### src/rtl/avmm_mem_tester.sv
`default_nettype none
// ---------------------------------------------------------------------------
// avmm_mem_tester : Avalon-MM master for CSR-issued bursts and a memory
// address-pattern self-test with pipelined, bounded readback.   Rev 1.0
// ---------------------------------------------------------------------------
module avmm_mem_tester #(
  parameter int DATA_W          = 64,
  parameter int ADDR_W          = 32,
  parameter int BURST_W         = 7,
  parameter int TEST_ADDR_BITS  = 6,
  parameter int MAX_OUTSTANDING = 8,
  parameter int USE_WRRESP      = 0
) (
  input  logic                      pClk,
  input  logic                      pck_cp2af_softReset_n,
  input  logic                      cmd_valid,
  output logic                      cmd_ready,
  input  logic [1:0]                cmd_op,
  input  logic [ADDR_W-1:0]         cmd_address,
  input  logic [BURST_W-1:0]        cmd_burstcount,
  input  logic [DATA_W-1:0]         cmd_writedata,
  output logic [ADDR_W-1:0]         avs_address,
  output logic [BURST_W-1:0]        avs_burstcount,
  output logic [DATA_W-1:0]         avs_writedata,
  output logic [DATA_W/8-1:0]       avs_byteenable,
  output logic                      avs_write,
  output logic                      avs_read,
  input  logic                      avs_waitrequest,
  input  logic                      avs_readdatavalid,
  input  logic                      avs_writeresponsevalid,
  input  logic [DATA_W-1:0]         avs_readdata,
  input  logic [1:0]                avs_response,
  output logic [DATA_W-1:0]         rd_data,
  output logic                      rd_valid,
  output logic                      done,
  input  logic                      status_clear,
  output logic                      err_resp,
  output logic                      err_cmd,
  output logic                      test_fail,
  output logic [15:0]               test_err_count,
  output logic [TEST_ADDR_BITS-1:0] test_first_fail_addr
);

  localparam int c_out_w = $clog2(MAX_OUTSTANDING) + 1;
  localparam logic [c_out_w-1:0]        c_out_one  = c_out_w'(1);
  localparam logic [c_out_w-1:0]        c_out_max  = c_out_w'(MAX_OUTSTANDING);
  localparam logic [BURST_W-1:0]        c_beat_one = BURST_W'(1);
  localparam logic [DATA_W-1:0]         c_data_one = DATA_W'(1);
  localparam logic [TEST_ADDR_BITS-1:0] c_at_one   = TEST_ADDR_BITS'(1);
  localparam logic [TEST_ADDR_BITS-1:0] c_at_last  = '1;
  localparam logic [15:0]               c_cnt_max  = 16'hFFFF;

  typedef enum logic [3:0] {
    IDLE, WR, WR_RSP, RD_CMD, RD_DATA, AT_WR, AT_RD, AT_DRAIN, DONE
  } state_t;

  state_t                    r_state;
  logic [BURST_W-1:0]        r_bcnt;
  logic [BURST_W-1:0]        r_beat;
  logic [TEST_ADDR_BITS-1:0] r_at;
  logic [TEST_ADDR_BITS-1:0] r_exp;
  logic [c_out_w-1:0]        r_out;

  logic                      w_wr_acc;
  logic                      w_rd_acc;
  logic                      w_at_rd_acc;
  logic                      w_at_rdv;
  logic                      w_illegal;
  logic                      w_resp_err;
  logic [TEST_ADDR_BITS-1:0] w_at_next;
  logic [c_out_w-1:0]        w_out_next;

  assign avs_byteenable = '1;
  assign w_wr_acc    = avs_write & ~avs_waitrequest;
  assign w_rd_acc    = avs_read & ~avs_waitrequest;
  assign w_at_rd_acc = w_rd_acc & (r_state == AT_RD);
  assign w_at_rdv    = avs_readdatavalid & ((r_state == AT_RD) | (r_state == AT_DRAIN));
  assign w_illegal   = (cmd_op == 2'd3) | (cmd_burstcount == '0);
  assign w_resp_err  = |avs_response;
  assign w_at_next   = r_at + c_at_one;

  // Issue and return in the same cycle leave the in-flight count unchanged.
  always_comb begin
    w_out_next = r_out;
    if (w_at_rd_acc && !w_at_rdv)      w_out_next = r_out + c_out_one;
    else if (!w_at_rd_acc && w_at_rdv) w_out_next = r_out - c_out_one;
  end

  always_ff @(posedge pClk or negedge pck_cp2af_softReset_n) begin
    if (!pck_cp2af_softReset_n) begin
      r_state              <= IDLE;
      cmd_ready            <= 1'b1;
      avs_address          <= '0;
      avs_burstcount       <= '0;
      avs_writedata        <= '0;
      avs_write            <= 1'b0;
      avs_read             <= 1'b0;
      rd_data              <= '0;
      rd_valid             <= 1'b0;
      done                 <= 1'b0;
      err_resp             <= 1'b0;
      err_cmd              <= 1'b0;
      test_fail            <= 1'b0;
      test_err_count       <= '0;
      test_first_fail_addr <= '0;
      r_bcnt               <= '0;
      r_beat               <= '0;
      r_at                 <= '0;
      r_exp                <= '0;
      r_out                <= '0;
    end else begin
      done     <= 1'b0;
      rd_valid <= 1'b0;
      r_out    <= w_out_next;

      if (r_state == IDLE && status_clear) begin
        err_resp             <= 1'b0;
        err_cmd              <= 1'b0;
        test_fail            <= 1'b0;
        test_err_count       <= '0;
        test_first_fail_addr <= '0;
      end

      // Self-test readback: returns arrive in issue order, so a counter is the expected data.
      if (w_at_rdv) begin
        r_exp <= r_exp + c_at_one;
        if (w_resp_err) err_resp <= 1'b1;
        if (avs_readdata != DATA_W'(r_exp)) begin
          test_fail <= 1'b1;
          if (test_err_count != c_cnt_max) test_err_count <= test_err_count + 16'd1;
          if (!test_fail) test_first_fail_addr <= r_exp;
        end
      end

      case (r_state)
        IDLE: begin
          if (cmd_valid && cmd_ready) begin
            cmd_ready <= 1'b0;
            r_bcnt    <= cmd_burstcount;
            r_beat    <= '0;
            if (w_illegal) begin
              err_cmd <= 1'b1;
              done    <= 1'b1;
              r_state <= DONE;
            end else if (cmd_op == 2'd0) begin
              avs_write      <= 1'b1;
              avs_address    <= cmd_address;
              avs_burstcount <= cmd_burstcount;
              avs_writedata  <= cmd_writedata;
              r_state        <= WR;
            end else if (cmd_op == 2'd1) begin
              avs_read       <= 1'b1;
              avs_address    <= cmd_address;
              avs_burstcount <= cmd_burstcount;
              r_state        <= RD_CMD;
            end else begin
              avs_write      <= 1'b1;
              avs_address    <= '0;
              avs_burstcount <= c_beat_one;
              avs_writedata  <= '0;
              r_at           <= '0;
              r_exp          <= '0;
              r_out          <= '0;
              r_state        <= AT_WR;
            end
          end
        end
        WR: begin
          if (w_wr_acc) begin
            if (r_beat == r_bcnt - c_beat_one) begin
              avs_write <= 1'b0;
              if (USE_WRRESP != 0) begin
                r_state <= WR_RSP;
              end else begin
                done    <= 1'b1;
                r_state <= DONE;
              end
            end else begin
              r_beat        <= r_beat + c_beat_one;
              avs_writedata <= avs_writedata + c_data_one;
            end
          end
        end
        WR_RSP: begin
          if (avs_writeresponsevalid) begin
            if (w_resp_err) err_resp <= 1'b1;
            done    <= 1'b1;
            r_state <= DONE;
          end
        end
        RD_CMD: begin
          if (w_rd_acc) begin
            avs_read <= 1'b0;
            r_state  <= RD_DATA;
          end
        end
        RD_DATA: begin
          if (avs_readdatavalid) begin
            rd_data  <= avs_readdata;
            rd_valid <= 1'b1;
            if (w_resp_err) err_resp <= 1'b1;
            if (r_beat == r_bcnt - c_beat_one) begin
              done    <= 1'b1;
              r_state <= DONE;
            end else begin
              r_beat <= r_beat + c_beat_one;
            end
          end
        end
        AT_WR: begin
          if (w_wr_acc) begin
            if (r_at == c_at_last) begin
              avs_write   <= 1'b0;
              avs_read    <= 1'b1;
              avs_address <= '0;
              r_at        <= '0;
              r_state     <= AT_RD;
            end else begin
              r_at          <= w_at_next;
              avs_address   <= ADDR_W'(w_at_next);
              avs_writedata <= DATA_W'(w_at_next);
            end
          end
        end
        AT_RD: begin
          // A stalled request stays up; a throttled one re-arms once a slot frees.
          if (w_rd_acc) begin
            if (r_at == c_at_last) begin
              avs_read <= 1'b0;
              r_state  <= AT_DRAIN;
            end else begin
              r_at        <= w_at_next;
              avs_address <= ADDR_W'(w_at_next);
              avs_read    <= (w_out_next < c_out_max);
            end
          end else if (!avs_read) begin
            avs_read <= (w_out_next < c_out_max);
          end
        end
        AT_DRAIN: begin
          if (w_out_next == '0) begin
            done    <= 1'b1;
            r_state <= DONE;
          end
        end
        DONE: begin
          cmd_ready <= 1'b1;
          r_state   <= IDLE;
        end
        default: r_state <= IDLE;
      endcase
    end
  end

endmodule
`default_nettype wire

### config.mk
export PLATFORM = sky130hd
export DESIGN_NAME = avmm_mem_tester
export DESIGN_NICKNAME = d
export VERILOG_FILES = /design/src/rtl/avmm_mem_tester.sv
export SDC_FILE = /design/constraint.sdc
export NUM_CORES = 1
export LEC_CHECK = 0
export CAP_MARGIN = 20
export CELL_PAD_IN_SITES_DETAIL_PLACEMENT = 1
export CELL_PAD_IN_SITES_GLOBAL_PLACEMENT = 1
export CORE_MARGIN = 10
export CORE_UTILIZATION = 35
export CTS_BUF_LIST = sky130_fd_sc_hd__clkbuf_4 sky130_fd_sc_hd__clkbuf_8 sky130_fd_sc_hd__clkbuf_16
export CTS_CLUSTER_SIZE = 14
export DETAILED_ROUTE_END_ITERATION = 10
export PLACE_DENSITY_LB_ADDON = 0.1
export SLEW_MARGIN = 30
export SYNTH_ARGS = -nofsm -noshare
export SYNTH_HDL_FRONTEND = slang
export SYNTH_SLANG_ARGS = --single-unit
### constraint.sdc
create_clock -name pClk -period 3.1 [get_ports pClk]
set_input_delay 0.62 -clock pClk [delete_from_list [all_inputs] [get_ports pClk]]
set_output_delay 0.62 -clock pClk [all_outputs]
set_load 0.005 [all_outputs]
==> impl_metrics.yaml <==
worst_setup_path:
  end_kind: "register"
  path_max_fanout: 5
  rr_endpoint: "avs_writedata[61]"
  rr_worst_depth: 6
  rrSetupSlack_ns: 0.21
  critPathKind: "reg2reg"
  worstPathRequired_ns: 3.55
  r2r-start: "avs_writedata[14]"
  start_kind: "register"
  cp.arrival_ns: 3.35
global_route:
  antenna_found_initial: 8
  overflow: 0
  grt_pass1_wl_mm: 80.9
  grt_max_degree: 68
  grt_usage_pct: 22.8
  grt_pass1_vias: 13470
timing:
  relSlewSlack_pct: 44.4
  layout_worst_path_cycle_share_pct: 93.4
  final-hold-violation-count: 9
  fmax_ghz: 0.345
  tightestPinTransition_ns: 0.830
  fin_hold_ws_ns: -0.0390
  setup_tns_ns: 0
  maxSlewViolCount: 0
  skew_ns: 0.0195
  rsz0062_at_grt: "no"
  setup_viol: 0
  layout_min_cycle_time_ns: 2.89
floorplan:
  rows: 69
  die_area_um2: 43900
  die_w_um: 209
  core_um2: 35500
  die_y_um: 209
  io_pins: 383
  start_util_pct: 35.4
yosys:
  syn_area_per_cell_um2: 9.23
  ys_types: 75
  async_flop_share_pct: 100
  syn_area_um2: 12600
  synth-main-ff-cell: "dfrtp_1"
  synth_edf_count: 0
  yosysWarnings: 0
  ys_seq_area_share_pct: 46.0
  synth_seq_cells: 231
  yosysTopAreaCellShare_pct: 45.8
  yosys.area.top_type: "dfrtp_1"
  synth_area_leaders: "dfrtp_1 46%, mux2_2 6.5%, nand2_1 5.4%"
  synthCells: 1362
run:
  cap_viol_max_count: 0
route:
  routed_via_density: 5.71
  wl_mm: 52.5
  drt_pre_antenna_iters: 5
  ant_nets: 0
  drc: 0
  vias: 12789
  wl_per_cell_um: 23.4
  drt-initial-drc-count: 885
clock_tree:
  cts_buffers: 28
  postCtsResizedCells: 0
  cts_setup_buffers: 0
  clkTransAtPathRegs_ns: 0.06
  htree_levels: 1
  insertion_delay_ns: 0.56
  cts_buffer_depth: 3
  ctsHoldBuffers: 0
  cts_tree: "yes"
  cts_root_buf: "clkbuf_16"
  clkSinkCount: 231
layout:
  instances_no_fill: 2240
  final_area_um2: 18200
  fin_util_pct: 51.3
  nNetsFinal: 1945
  multiInputGateArea_um2: 6360
  synthToLayoutAreaGrowth_pct: 44.8
  seqCellArea_um2: 5780
  drive_above_1_share_pct: 12.5
  n_fill_cell: 4042
min_path:
  hp-class: "in2async"
pwr:
  powerDensity_nw_per_um2: 371
  ir_worst_vdd_v: 0.000373
  leakagePower_nw: 7.57
  power.total_w: 0.00674
status:
  outcome: "complete, but fails checks"
  failed_checks: "hold timing"
place:
  io_buffers: 374
  dp_cells: 2190
  place_area_um2: 17300
  hpwlAfterDp_mm: 39.4
  gp_congestion: 0.854
per-stage QoR:
step,setup WS [ns],hold WS (ns)
2_1_floorplan,0.268,0.324
3_3_place_gp,-0.0813,0.450
3_5_place_dp,-0.0104,0.459
4_1_cts,0.242,0.00346
5_1_grt,0.0530,0.0255
6_report,0.206,-0.0390
power breakdown:
part	switching (W)	leakage (nW)	total [W]	internal, W
Sequential	0	3.12	0.00302	0.00302
Combinational	0.000182	3.99	0.000421	0.000240
Clock	0.00134	0.465	0.00331	0.00197
Total	0.00152	7.57	0.00674	0.00522
routing by layer:
layer / wire, um / vias to the layer above / global-route usage (%)
met2: 25800 / 350 / 38.6
met3: 3320 / 72 / 5.70
li1: - / 5916 / -
met5: 86 / - / 0
met4: 976 / 12 / 5.36
met1: 22300 / 6439 / 28.4
sequential cells by signal, summed over array words and instances (netlist names), 4 cells and up:
| register | count |
|---|---|
| r_state | 4 |
| rd_data | 64 |
| r_out | 4 |
| test_err_count | 16 |
| avs_address | 32 |
| avs_burstcount | 7 |
| r_exp | 6 |
| test_first_fail_addr | 6 |
| r_bcnt | 7 |
| r_at | 6 |
| avs_writedata | 64 |
| r_beat | 7 |
worst max-delay path, cell delays in order (launching register included):
cell and delay, ns:
dfrtp_1 0.46, nand3_2 0.13, or4_1 0.58, or4_1 0.70
or3_1 0.46, o31a_1 0.26, o22a_1 0.20
area by class of cell:
type / instances / share of cell area, %
inverters: 30 / 0.619
flip-flops and latches: 231 / 31.8
well taps: 461 / 3.17
diodes: 2 / 0.0275
clock inverters: 10 / 0.632
repair buffers: 450 / 24.4
clock buffers: 38 / 4.40
multi-input cells: 1018 / 35.0
synth_stat cells (all sizes together) (8+ instances only):
cell type / number
or4: 11
nor4: 45
a32oi: 10
and2: 9
ha: 8
a22o: 8
nand3: 72
o211ai: 8
o22ai: 13
inv: 28
dfrtp: 230
a22oi: 17
buf: 15
clkbuf: 75
mux2i: 17
a21oi: 56
nor2: 70
nor3: 48
and3: 21
mux2: 73
nand2: 182
nor2b: 8
or3: 8
o31ai: 38
a31oi: 25
xnor2: 16
o21ai: 99
nand4: 32
worst max-delay path by stage:
stage | start | end | slack [ns]
2_1_floorplan | avs_writedata[7] | avs_writedata[61] | 0.27
3_3_place_gp | avs_readdata[6] | test_err_count[9] | -0.08
3_5_place_dp | avs_readdata[18] | test_err_count[9] | -0.01
4_1_cts | avs_writedata[14] | avs_writedata[61] | 0.24
5_1_grt | avs_writedata[0] | avs_writedata[62] | 0.05
6_report | avs_writedata[14] | avs_writedata[61] | 0.21
placed cells by master (no fill, tap or decap), types with 8 or more instances in the layout:
master | synthesis | routed
xnor2_1 | 16 | 16
o31ai_1 | 38 | 38
nand2_1 | 181 | 179
inv_1 | 28 | 28
o21ai_0 | 99 | 99
clkdlybuf4s50_1 | 0 | 373
dfrtp_1 | 230 | 230
nor2b_1 | 8 | 8
buf_12 | 0 | 10
mux2i_1 | 17 | 17
o211ai_1 | 8 | 8
or3_1 | 8 | 8
o22ai_1 | 13 | 13
nor4_1 | 45 | 43
conb_1 | 1 | 8
nand4_1 | 32 | 32
a22oi_1 | 17 | 17
clkbuf_16 | 0 | 28
a21oi_1 | 56 | 56
nor3_1 | 48 | 47
a32oi_1 | 10 | 10
a31oi_1 | 25 | 25
buf_4 | 9 | 66
nand3_1 | 71 | 70
a22o_1 | 8 | 8
ha_1 | 8 | 8
and2_1 | 9 | 9
and3_1 | 21 | 21
or4_1 | 10 | 10
mux2_2 | 73 | 73
nor2_1 | 70 | 70
cell families after synthesis:
group	Yosys count	share of synthesized area [%]
AO/OA/AOI/OAI	354	18.8
XOR/XNOR	23	1.60
adder cells (fa/ha/maj)	8	0.797
buffers and inverters	120	3.87
flip-flops	231	46.0
multiplexers	90	7.90
other	1	0.0298
AND/OR/NAND/NOR	535	21.0
(Power assumes the default switching activity.)
